==> config.mk <==
export PLATFORM = sky130hd
export DESIGN_NAME = pc_next_unit
export DESIGN_NICKNAME = d
export VERILOG_FILES = /design/src/rtl/pc_next_unit_pkg.sv /design/src/rtl/pc_next_unit_target_decode.sv /design/src/rtl/pc_next_unit.sv
export SDC_FILE = /design/constraint.sdc
export NUM_CORES = 1
export LEC_CHECK = 0
export BUFFER_PORTS_ARGS = -buffer_cell sky130_fd_sc_hd__clkbuf_2
export CAP_MARGIN = 20
export CORE_ASPECT_RATIO = 0.8
export CORE_MARGIN = 4
export CORE_UTILIZATION = 56
export CTS_BUF_LIST = sky130_fd_sc_hd__clkbuf_4
export CTS_CLUSTER_SIZE = 12
export DETAILED_ROUTE_END_ITERATION = 6
export HOLD_SLACK_MARGIN = 0.06
export PLACE_DENSITY = 0.95
export SETUP_SLACK_MARGIN = 0.1
export SYNTH_ARGS = -nofsm -noshare
export SYNTH_HDL_FRONTEND = slang
export SYNTH_SLANG_ARGS = --single-unit
==> constraint.sdc <==
create_clock -name clk -period 5.2 [get_ports clk]
set_clock_uncertainty 0.2 [all_clocks]
set_input_delay 0.52 -clock clk [delete_from_list [all_inputs] [get_ports clk]]
set_output_delay 0.52 -clock clk [all_outputs]
set_load 0.1 [all_outputs]
==> src/rtl/pc_next_unit_pkg.sv <==
// Shared next-PC select encodings and default PC constants.
// Codes J, JR and RSV ignore sel[0]; only their upper two bits are compared.
package pc_next_unit_pkg;

  localparam logic [2:0] SEL_SEQ = 3'b000;
  localparam logic [2:0] SEL_BR  = 3'b001;
  localparam logic [2:0] SEL_J   = 3'b010;
  localparam logic [2:0] SEL_JR  = 3'b100;
  localparam logic [2:0] SEL_RSV = 3'b110;

  localparam logic [31:0] DEFAULT_RESET_PC   = 32'h0000_0000;
  localparam logic [31:0] DEFAULT_EXC_VECTOR = 32'h0000_4180;

endpackage

==> src/rtl/pc_next_unit_target_decode.sv <==
// Combinational next-PC target mux: sel to target, redirect flag and reserved-code flag.
// Zero latency, no flow control; every sel code maps to a defined output.
module pc_target_decode
  import pc_next_unit_pkg::*;
#(
  parameter int WIDTH = 32
) (
  input  logic [2:0]       sel,
  input  logic [WIDTH-1:0] seq_target,
  input  logic [WIDTH-1:0] branch_target,
  input  logic [WIDTH-1:0] jump_target,
  input  logic [WIDTH-1:0] jr_target,
  output logic [WIDTH-1:0] target,
  output logic             redirect,
  output logic             illegal
);

  always_comb begin
    target   = seq_target;
    redirect = 1'b0;
    illegal  = 1'b0;
    if (sel == SEL_BR) begin
      target   = branch_target;
      redirect = 1'b1;
    end else if (sel[2:1] == SEL_J[2:1]) begin
      target   = jump_target;
      redirect = 1'b1;
    end else if (sel[2:1] == SEL_JR[2:1]) begin
      target   = jr_target;
      redirect = 1'b1;
    end else if (sel[2:1] == SEL_RSV[2:1]) begin
      illegal = 1'b1;
    end
  end

endmodule

==> src/rtl/pc_next_unit.sv <==
// Architectural PC register with stall hold, pending-redirect latch and exception priority.
// New PC appears one cycle after selection; a redirect seen while stalled is replayed once stall clears.
module pc_next_unit
  import pc_next_unit_pkg::*;
#(
  parameter int               WIDTH      = 32,
  parameter logic [WIDTH-1:0] RESET_PC   = WIDTH'(DEFAULT_RESET_PC),
  parameter logic [WIDTH-1:0] EXC_VECTOR = WIDTH'(DEFAULT_EXC_VECTOR),
  parameter int               PC_INC     = 4
) (
  input  logic             clk,
  input  logic             rst,
  input  logic             stall,
  input  logic [2:0]       sel,
  input  logic [WIDTH-1:0] branch_target,
  input  logic [WIDTH-1:0] jump_target,
  input  logic [WIDTH-1:0] jr_target,
  input  logic             exc_req,
  output logic [WIDTH-1:0] pc,
  output logic [WIDTH-1:0] pc_plus_inc,
  output logic             redirect_pending,
  output logic             illegal_sel
);

  logic [WIDTH-1:0] pc_q, pc_d;
  logic [WIDTH-1:0] pend_tgt_q, pend_tgt_d;
  logic             pend_vld_q, pend_vld_d;
  logic             illegal_q;

  logic [WIDTH-1:0] dec_target;
  logic             dec_redirect;
  logic             dec_illegal;

  assign pc_plus_inc = pc_q + WIDTH'(PC_INC);

  pc_target_decode #(.WIDTH(WIDTH)) u_decode (
    .sel           (sel),
    .seq_target    (pc_plus_inc),
    .branch_target (branch_target),
    .jump_target   (jump_target),
    .jr_target     (jr_target),
    .target        (dec_target),
    .redirect      (dec_redirect),
    .illegal       (dec_illegal)
  );

  always_comb begin
    pc_d       = pc_q;
    pend_tgt_d = pend_tgt_q;
    pend_vld_d = pend_vld_q;
    if (exc_req) begin
      pc_d       = EXC_VECTOR;
      pend_tgt_d = '0;
      pend_vld_d = 1'b0;
    end else if (stall) begin
      // Latest redirect wins if several arrive during one stall.
      if (dec_redirect) begin
        pend_tgt_d = dec_target;
        pend_vld_d = 1'b1;
      end
    end else if (dec_redirect) begin
      pc_d       = dec_target;
      pend_vld_d = 1'b0;
    end else if (pend_vld_q) begin
      pc_d       = pend_tgt_q;
      pend_vld_d = 1'b0;
    end else begin
      pc_d = pc_plus_inc;
    end
  end

  always_ff @(posedge clk) begin
    if (rst) begin
      pc_q       <= RESET_PC;
      pend_tgt_q <= '0;
      pend_vld_q <= 1'b0;
      illegal_q  <= 1'b0;
    end else begin
      pc_q       <= pc_d;
      pend_tgt_q <= pend_tgt_d;
      pend_vld_q <= pend_vld_d;
      illegal_q  <= dec_illegal;
    end
  end

  assign pc               = pc_q;
  assign redirect_pending = pend_vld_q;
  assign illegal_sel      = illegal_q;

endmodule

==> flow_summary.toml, run 1 <==
[status]
status = "finished with violations"
violations = "design-rule violations"

[min_path]
hp-start = "branch_target[14]"
min_path_cells = 3
hp-class = "in -> reg"
hold_end = "pend_tgt_q[14]"

[yosys]
netlist_top_cells_area = "dfxtp_1, nand2_1, o21ai_0"
synth_xor_area_share_pct = 4.94
synth_top_area_cell = "dfxtp_1"
avgSynthCellArea_um2 = 7.17
synth_simple_gate_area_share_pct = 24.0
async_reset_ff_share_pct = 0
muxShareOfSynthArea_pct = 2.44
synth_compound_area_share_pct = 32.5
ys_ff_latch = 66
synthAdderAreaFrac_pct = 1.09
yosysTopAreaCellShare_pct = 28.7
ys.flop_type = "dfxtp_1"
synth.cell_area_um2 = 4610
ys_types = 60
synth-edff-count = 0
synthCells = 643
synth_top_family_by_area = "compound AO/OA/AOI/OAI gates"
ys.warnings.count = 0
syn_nets = 750
seq_area_frac_synth_pct = 28.7

[floorplan]
placementRows = 29
ios = 169
coreArea_um2 = 7980
die-width_um = 109
dieArea_um2 = 9760
die_h_um = 89.2
initial_utilization_pct = 57.8

[pwr]
power_frac_clock_pct = 24.9
ir_drop_mv = 0.134
switchingPower_mw = 0.636
p_seq_share_pct = 38.7
p_sw_share_pct = 44.2
powerDensity_nw_per_um2 = 257
intPower_mw = 0.803
p_total_mw = 1.44
leakage_nw = 2.47
combPwrFrac_pct = 36.4

[timing]
hold_viol = 0
final-setup-viol-count = 0
worstMarginPinSlew_ps = 963
slew-limit-headroom_pct = 35.7
period_share_pct = 79.9
fmax_mhz = 241
fin_hold_ws_ps = 189
slew_viol_final = 0
fin_crit_ps = 4160
rsz0062_at_grt = "no"
tns_ps = 0

[clock_network]
clock_latency_ps = 420
cts_tree = "yes"
postCtsSetupBuffers = 0
cts.reportedPaths.clkPinSlew_ps = 130
htreeDepth = 3
cts-resized-gates = 0
cts_sinks = 66
clock-root-buffer = "clkbuf_4"
cts_buffer_depth = 2
hold_buffers = 0
numCtsBuffers = 9

[grt]
grt_antenna_before_repair = 0
grt.overflow.total = 0
grt_pass1_vias = 5561
grt_pass1_wl_mm = 27.8
grt_max_degree = 39
track_usage_pct = 36.5

[setup_path]
r2r_slack_ps = 1850
r2r_start = "pc[2]"
criticalPathCategory = "reg -> out"
cp_data_arrival_time_ps = 3440
start_kind = "register"
required_ps = 4480
worst_setup_path_end_kind = "primary output"
crit_fanout = 9
rr_endpoint = "pend_tgt_q[20]"
rr_worst_depth = 7

[drt]
via_count = 6127
drcViolationCount = 2
vias_per_cell = 6.87
dr.first_iter.drc_count = 1089
wl_mm = 18.5
antenna_left = 0
dr.pass1.iters = 7
routedWlPerCell_um = 20.7

[finish]
synthToLayoutAreaGrowth_pct = 21.3
ff_latch_area_um2 = 1320
drive_gt1_share_pct = 26.9
finalNonFillerCells = 892
fill_cells = 650
insertedDiodeCount = 0
final_nets = 886
fin_util_pct = 70.1
multiInputGateArea_um2 = 3000

[place]
io_buffers = 168
placed_cells = 875
gp_congestion = 0.962
place_hpwl_mm = 12.9

[flow_run]
max_cap_violations = 0
[cells in the final DEF (no fill, tap or decap), types with 4 or more instances in the layout]
cell type,netlist,final
ha_1,4,4
nand2b_1,6,6
mux2i_1,9,9
a211oi_1,14,14
or3_1,5,5
inv_1,24,24
xor2_1,9,9
o211ai_1,11,11
a21o_1,4,4
dfxtp_1,66,66
a221oi_1,21,21
o31ai_1,5,5
a31oi_1,11,11
nor4_1,7,7
nand4_1,7,7
o211a_1,4,4
nand2_1,83,83
o221ai_1,6,6
o22ai_1,21,21
clkbuf_4,0,9
o21ai_0,56,56
a21oi_1,38,38
nor2_1,60,59
clkbuf_2,2,168
nand3_1,27,27
a22oi_1,4,4
and3_1,5,5
nor3_1,18,18
xnor2_1,17,17
buf_4,2,7
[layout make-up]
class                   count  area share, %
multi-input cells         502           53.7
flip-flops and latches     66           23.6
repair buffers            176           16.2
well taps                 108           2.42
inverters                  24           1.61
clock inverters             7           1.25
clock buffers               9           1.21
[flip-flops by register name, indices dropped and copies added (netlist names), named ones only]
name and flops:
redirect_pending 1, pc 30, illegal_sel 1, pend_tgt_q 32
[synth_stat cells, types with 11 or more instances]
| library cell | n |
|---|---|
| a211oi_1 | 14 |
| nand3_1 | 27 |
| o211ai_1 | 11 |
| clkbuf_1 | 42 |
| o21ai_0 | 56 |
| a221oi_1 | 21 |
| nor3_1 | 18 |
| nor2_1 | 60 |
| dfxtp_1 | 66 |
| a21oi_1 | 38 |
| nand2_1 | 83 |
| xnor2_1 | 17 |
| a31oi_1 | 11 |
| inv_1 | 24 |
| o22ai_1 | 21 |
[cell families (layout without fill, tap and decap cells)]
family | after synthesis | count (layout)
and+or+nand+nor | 236 | 236
buffers and inverters | 75 | 216
DFF | 66 | 66
xor gates and xnor gates | 26 | 26
muxes | 11 | 11
adders and majority gates | 4 | 4
AOI/OAI and AO/OA | 225 | 225
[how the worst max path moves through the flow]
| stage | start | to | cells past startpoint |
|---|---|---|---|
| CTS | pc[2] | pc_plus_inc[20] | 6 |
| global route | pc[2] | pc_plus_inc[20] | 6 |
| finish | pc[2] | pc_plus_inc[20] | 6 |
| global placement | pc[2] | pc_plus_inc[20] | 6 |
| detailed placement | pc[2] | pc_plus_inc[20] | 6 |
| floorplan | pc[2] | pc_plus_inc[20] | 6 |
[metrics by stage]
stage / area, um2 / setup WS, ps
floorplan: 4610 / 568
CTS: 5580 / 1190
global placement: 5440 / 1650
finish: 5590 / 1040
detailed placement: 5440 / 1650
global route: 5590 / 943
[worst max-delay path, cell delays in order (launching register included)]
cell and delay [ps]:
dfxtp_1 540, ha_1 270, nand4_1 360, or4_1 760, nor3_1 270, xor2_1 310
clkbuf_2 530
[power by group through the flow]
stage	combinational, mW	sequential [mW]	clock (mW)
detailed placement	0.507	0.566	0
global route	0.549	0.559	0.377
finish	0.524	0.557	0.358
floorplan	0.290	0.650	0
global placement	0.498	0.565	0
CTS	0.509	0.555	0.353
[layer usage]
metal | global-route usage, % | vias up | wire length (um)
li1 | - | 2663 | -
met4 | 15.1 | 0 | 695
met5 | 0 | - | 0
met3 | 10.3 | 91 | 3090
met1 | 48.7 | 2747 | 6870
met2 | 55.7 | 626 | 7810
Note: power is estimated with default switching activity, not from simulation.
==> inputs of run 2 (changes only) <==
CORE_UTILIZATION = 52   (was 56)
PLACE_DENSITY = 0.9   (was 0.95)
clock period = 4.2 ns   (was 5.2 ns; I/O delays follow)
==> flow_summary.toml, run 2 (same netlist as run 1, synthesis figures left out) <==
[grt]
grt_pass1_vias = 6009
grt_pass1_wl_mm = 30.1
grt.overflow.total = 0
grt_max_degree = 39
grt_antenna_before_repair = 0
track_usage_pct = 36.1

[setup_path]
rr_endpoint = "pend_tgt_q[20]"
required_ps = 3580
criticalPathCategory = "reg -> out"
worst_setup_path_end_kind = "primary output"
critPathLaunch = "pc[2]"
r2r_slack_ps = 1180
rr_worst_depth = 7
start_kind = "register"
cp_data_arrival_time_ps = 3190
crit_fanout = 9
cp-endpoint = "pc_plus_inc[20]"
r2r_start = "pc[2]"

[timing]
slew_viol_final = 0
fin_hold_ws_ps = 79.9
fin_crit_ps = 3810
worstMarginPinSlew_ps = 964
period_share_pct = 90.7
fmax_mhz = 263
hold_viol = 0
final-setup-viol-count = 0
tns_ps = 0
slew-limit-headroom_pct = 35.6
rsz0062_at_grt = "no"

[drt]
routedWlPerCell_um = 21.7
vias_per_cell = 6.81
dr.first_iter.drc_count = 983
antenna_left = 0
drcViolationCount = 6
dr.pass1.iters = 7
wl_mm = 19.6
via_count = 6159

[clock_network]
numCtsBuffers = 9
clock_latency_ps = 430
cts_tree = "yes"
cts-resized-gates = 0
htreeDepth = 3
cts.reportedPaths.clkPinSlew_ps = 90
cts_sinks = 66
cts_buffer_depth = 2
clock-root-buffer = "clkbuf_4"
postCtsSetupBuffers = 0

[floorplan]
coreArea_um2 = 8560
die_h_um = 92.2
initial_utilization_pct = 53.9
ios = 169
placementRows = 30
die-width_um = 113
dieArea_um2 = 10400

[finish]
largest-register = "pend_tgt_q"
final_nets = 896
drive_gt1_share_pct = 29.1
insertedDiodeCount = 0
layout_commonest_cell = "clkbuf_2"
final_cell_mix = "clkbuf_2, nand2_1, dfxtp_1, nor2_1, o21ai_0"
synthToLayoutAreaGrowth_pct = 25.1
fill_cells = 724
largest_register_ffs = 32

[flow_run]
max_cap_violations = 0

[place]
place_hpwl_mm = 14.2
io_buffers = 168
gp_congestion = 0.990

[status]
violations = "design-rule violations"
status = "finished with violations"

[pwr]
leakage_nw = 2.57
p_total_mw = 1.79
powerDensity_nw_per_um2 = 310
ir_drop_mv = 0.206

[min_path]
hp-class = "in -> reg"
run 2: changes by cell type in the layout (fill, tap and decap cells not counted), sizes merged:
cell	previous run	this run
buf	8	16
clkbuf	177	179
dlygate4sd3	0	2
clkinvlp	1	0
clkinv	5	3
run 2: critical path, stage by stage, from the launching register on:
cell	delay [ps]
dfxtp_1	500
ha_1	260
nand4_1	270
or4_1	660
nor3_1	340
xor2_2	230
clkbuf_2	500
run 2: area by class of cell:
| cell class | instances | area (um2) | area share (%) |
|---|---|---|---|
| multi-input combinational | 502 | 3110 | 53.9 |
| sequential | 66 | 1320 | 22.9 |
| inverter | 24 | 90.1 | 1.56 |
| timing repair buffer | 186 | 981 | 17.0 |
| tap | 112 | 140 | 2.43 |
| clock inverter | 4 | 43.8 | 0.759 |
| clock buffer | 11 | 82.6 | 1.43 |
run 2: worst min path at each step:
stage	start	endpoint	slack [ps]	depth (start not counted)
2_1_floorplan	pend_tgt_q[21]	pend_tgt_q[21]	230	2
3_3_place_gp	pend_tgt_q[24]	pend_tgt_q[24]	240	2
3_5_place_dp	pend_tgt_q[8]	pend_tgt_q[8]	250	2
4_1_cts	branch_target[3]	pend_tgt_q[3]	70	3
5_1_grt	branch_target[3]	pend_tgt_q[3]	90	3
6_report	branch_target[3]	pend_tgt_q[3]	80	3
run 2: power by group:
| part | internal [mW] | leakage, nW | switching (mW) |
|---|---|---|---|
| clock | 0.188 | 0.0741 | 0.240 |
| combinational | 0.171 | 1.96 | 0.499 |
| sequential | 0.653 | 0.537 | 0.0394 |
| total | 1.01 | 2.57 | 0.778 |
run 2: timing repair:
action | in CTS | in global routing
hold endpoints to repair | 2 | 0
hold buffers | 2 | 0
setup endpoints to repair | 0 | 0
run 2: layer usage:
layer	GRT usage (%)	share of wire (%)	up-vias
met5	0	0	-
met4	15.5	4.2	0
met3	12.6	17	115
met2	55.1	43	643
met1	46.0	36	2733
li1	-	-	2668
run 2: metrics by stage:
step	setup slack, ps	utilization (%)	std cells	cell area (um2)
3_3_place_gp	1030	65.7	888	5620
3_5_place_dp	889	65.7	888	5620
2_1_floorplan	100	-	643	4720
6_report	391	67.4	905	5770
4_1_cts	437	67.4	905	5770
5_1_grt	204	67.4	905	5770
==> inputs of run 3 (changes only) <==
REMOVE_ABC_BUFFERS = 1   (was unset)
==> flow_summary.toml, run 3 (same netlist as run 1, synthesis figures left out) <==
[pwr]
powerDensity_nw_per_um2 = 335
power_frac_clock_pct = 29.8
p_sw_share_pct = 41.1
intPower_mw = 1.13
p_seq_share_pct = 35.9
combPwrFrac_pct = 34.3
ir_drop_mv = 0.176
switchingPower_mw = 0.788
leakage_nw = 2.53

[timing]
worstMarginPinSlew_ps = 914
hold_viol = 0
fin_crit_ps = 3950
slew-limit-headroom_pct = 38.9
rsz0062_at_grt = "no"
period_share_pct = 94.1
fmax_mhz = 253
tns_ps = 0
final-setup-viol-count = 0
slew_viol_final = 0

[grt]
grt_pass1_wl_mm = 28.7
grt.overflow.total = 0
grt_antenna_before_repair = 0
grt_max_degree = 39
grt_pass1_vias = 5712
track_usage_pct = 34.2

[finish]
finalNonFillerCells = 905
fin_util_pct = 66.8
final_nets = 895
drive_gt1_share_pct = 27.5
largest_register_ffs = 32
insertedDiodeCount = 0
fill_cells = 730
ff_latch_area_um2 = 1320
final_cell_mix = "clkbuf_2, nand2_1, dfxtp_1, nor2_1, o21ai_0"
multiInputGateArea_um2 = 3000
synthToLayoutAreaGrowth_pct = 24.0
layout_commonest_cell = "clkbuf_2"
largest-register = "pend_tgt_q"

[floorplan]
initial_utilization_pct = 53.9
dieArea_um2 = 10400
placementRows = 30
coreArea_um2 = 8560
die-width_um = 113
ios = 169
die_h_um = 92.2

[clock_network]
numCtsBuffers = 9
clock-root-buffer = "clkbuf_4"
cts_sinks = 66
cts.reportedPaths.clkPinSlew_ps = 120
htreeDepth = 3
cts_buffer_depth = 2
cts_tree = "yes"
clock_latency_ps = 450

[setup_path]
cp_data_arrival_time_ps = 3330
crit_fanout = 9
r2r_slack_ps = 1160
required_ps = 3580
start_kind = "register"
r2r_start = "pc[2]"
worst_setup_path_end_kind = "primary output"
rr_worst_depth = 7
criticalPathCategory = "reg -> out"
rr_endpoint = "pend_tgt_q[30]"

[min_path]
hp-start = "branch_target[2]"
hp-class = "in -> reg"
hold_end = "pend_tgt_q[2]"
min_path_cells = 3

[drt]
antenna_left = 0
dr.pass1.iters = 6
via_count = 6009
routedWlPerCell_um = 20.7
wl_mm = 18.8
vias_per_cell = 6.64
dr.first_iter.drc_count = 1028
drcViolationCount = 0

[place]
place_hpwl_mm = 13.4
gp_congestion = 0.960
placed_cells = 887
io_buffers = 168

[flow_run]
max_cap_violations = 0

[status]
status = "completed"
## run 3: cell types whose count changed in the layout (fill, tap and decap cells not counted), sizes merged
cell      before  now
clkbuf       179  177
clkinvlp       0    1
bufinv         1    3
clkinv         3    2
## run 3: area by class of cell
type / instances / area share, %
Timing Repair Buffer: 185 / 17.0
Inverter: 24 / 1.58
Clock inverter: 6 / 2.01
Tap cell: 112 / 2.45
Multi-Input combinational cell: 502 / 52.5
Clock buffer: 10 / 1.31
Sequential cell: 66 / 23.1
## run 3: repair_timing
action	in CTS	in global routing
gates resized for setup	0	1
endpoints found under the hold margin	2	0
buffers inserted	0	0
hold buffers	2	0
endpoints found under the setup margin	0	1
## run 3: worst max-delay path by stage
stage | cells after the start | endpoint | slack [ps] | startpoint
detailed placement | 7 | pc_plus_inc[30] | 830 | pc[2]
global route | 6 | pc_plus_inc[20] | 120 | pc[2]
finish | 7 | pc_plus_inc[30] | 250 | pc[2]
CTS | 7 | pc_plus_inc[30] | 340 | pc[2]
floorplan | 7 | pend_tgt_q[20] | -430 | pc[2]
global placement | 6 | pc_plus_inc[20] | 980 | pc[2]
## run 3: worst max-delay path, stage by stage (launching register included)
cell	delay (ps)
dfxtp_1	530
ha_1	260
nand4_1	290
or4_1	680
nor4_1	400
xnor2_1	190
inv_1	90
clkbuf_2	450
## run 3: layer usage
layer  GRT usage (%)  routed length (um)
met4            15.8                 830
met1            43.5                7070
met5               0                   0
met2            53.6                8230
met3            9.37                2640
## run 3: metrics by stage
| step | instance area, um2 | setup slack (ps) | hold WS, ps | total power, mW |
|---|---|---|---|---|
| 5_1_grt | 5720 | 124 | 73.1 | 1.98 |
| 3_3_place_gp | 5510 | 982 | 241 | 1.32 |
| 3_5_place_dp | 5510 | 827 | 250 | 1.34 |
| 2_1_floorplan | 4410 | -429 | 230 | 1.15 |
| 4_1_cts | 5720 | 341 | 62.9 | 1.90 |
| 6_report | 5720 | 249 | 52.6 | 1.92 |
## run 3: power groups by stage
stage          Sequential [mW]  Combinational [mW]  Clock [mW]
5_1_grt                  0.690               0.690       0.600
2_1_floorplan            0.812               0.334           0
3_5_place_dp             0.700               0.640           0
4_1_cts                  0.686               0.643       0.569
6_report                 0.688               0.657       0.572
3_3_place_gp             0.698               0.625           0
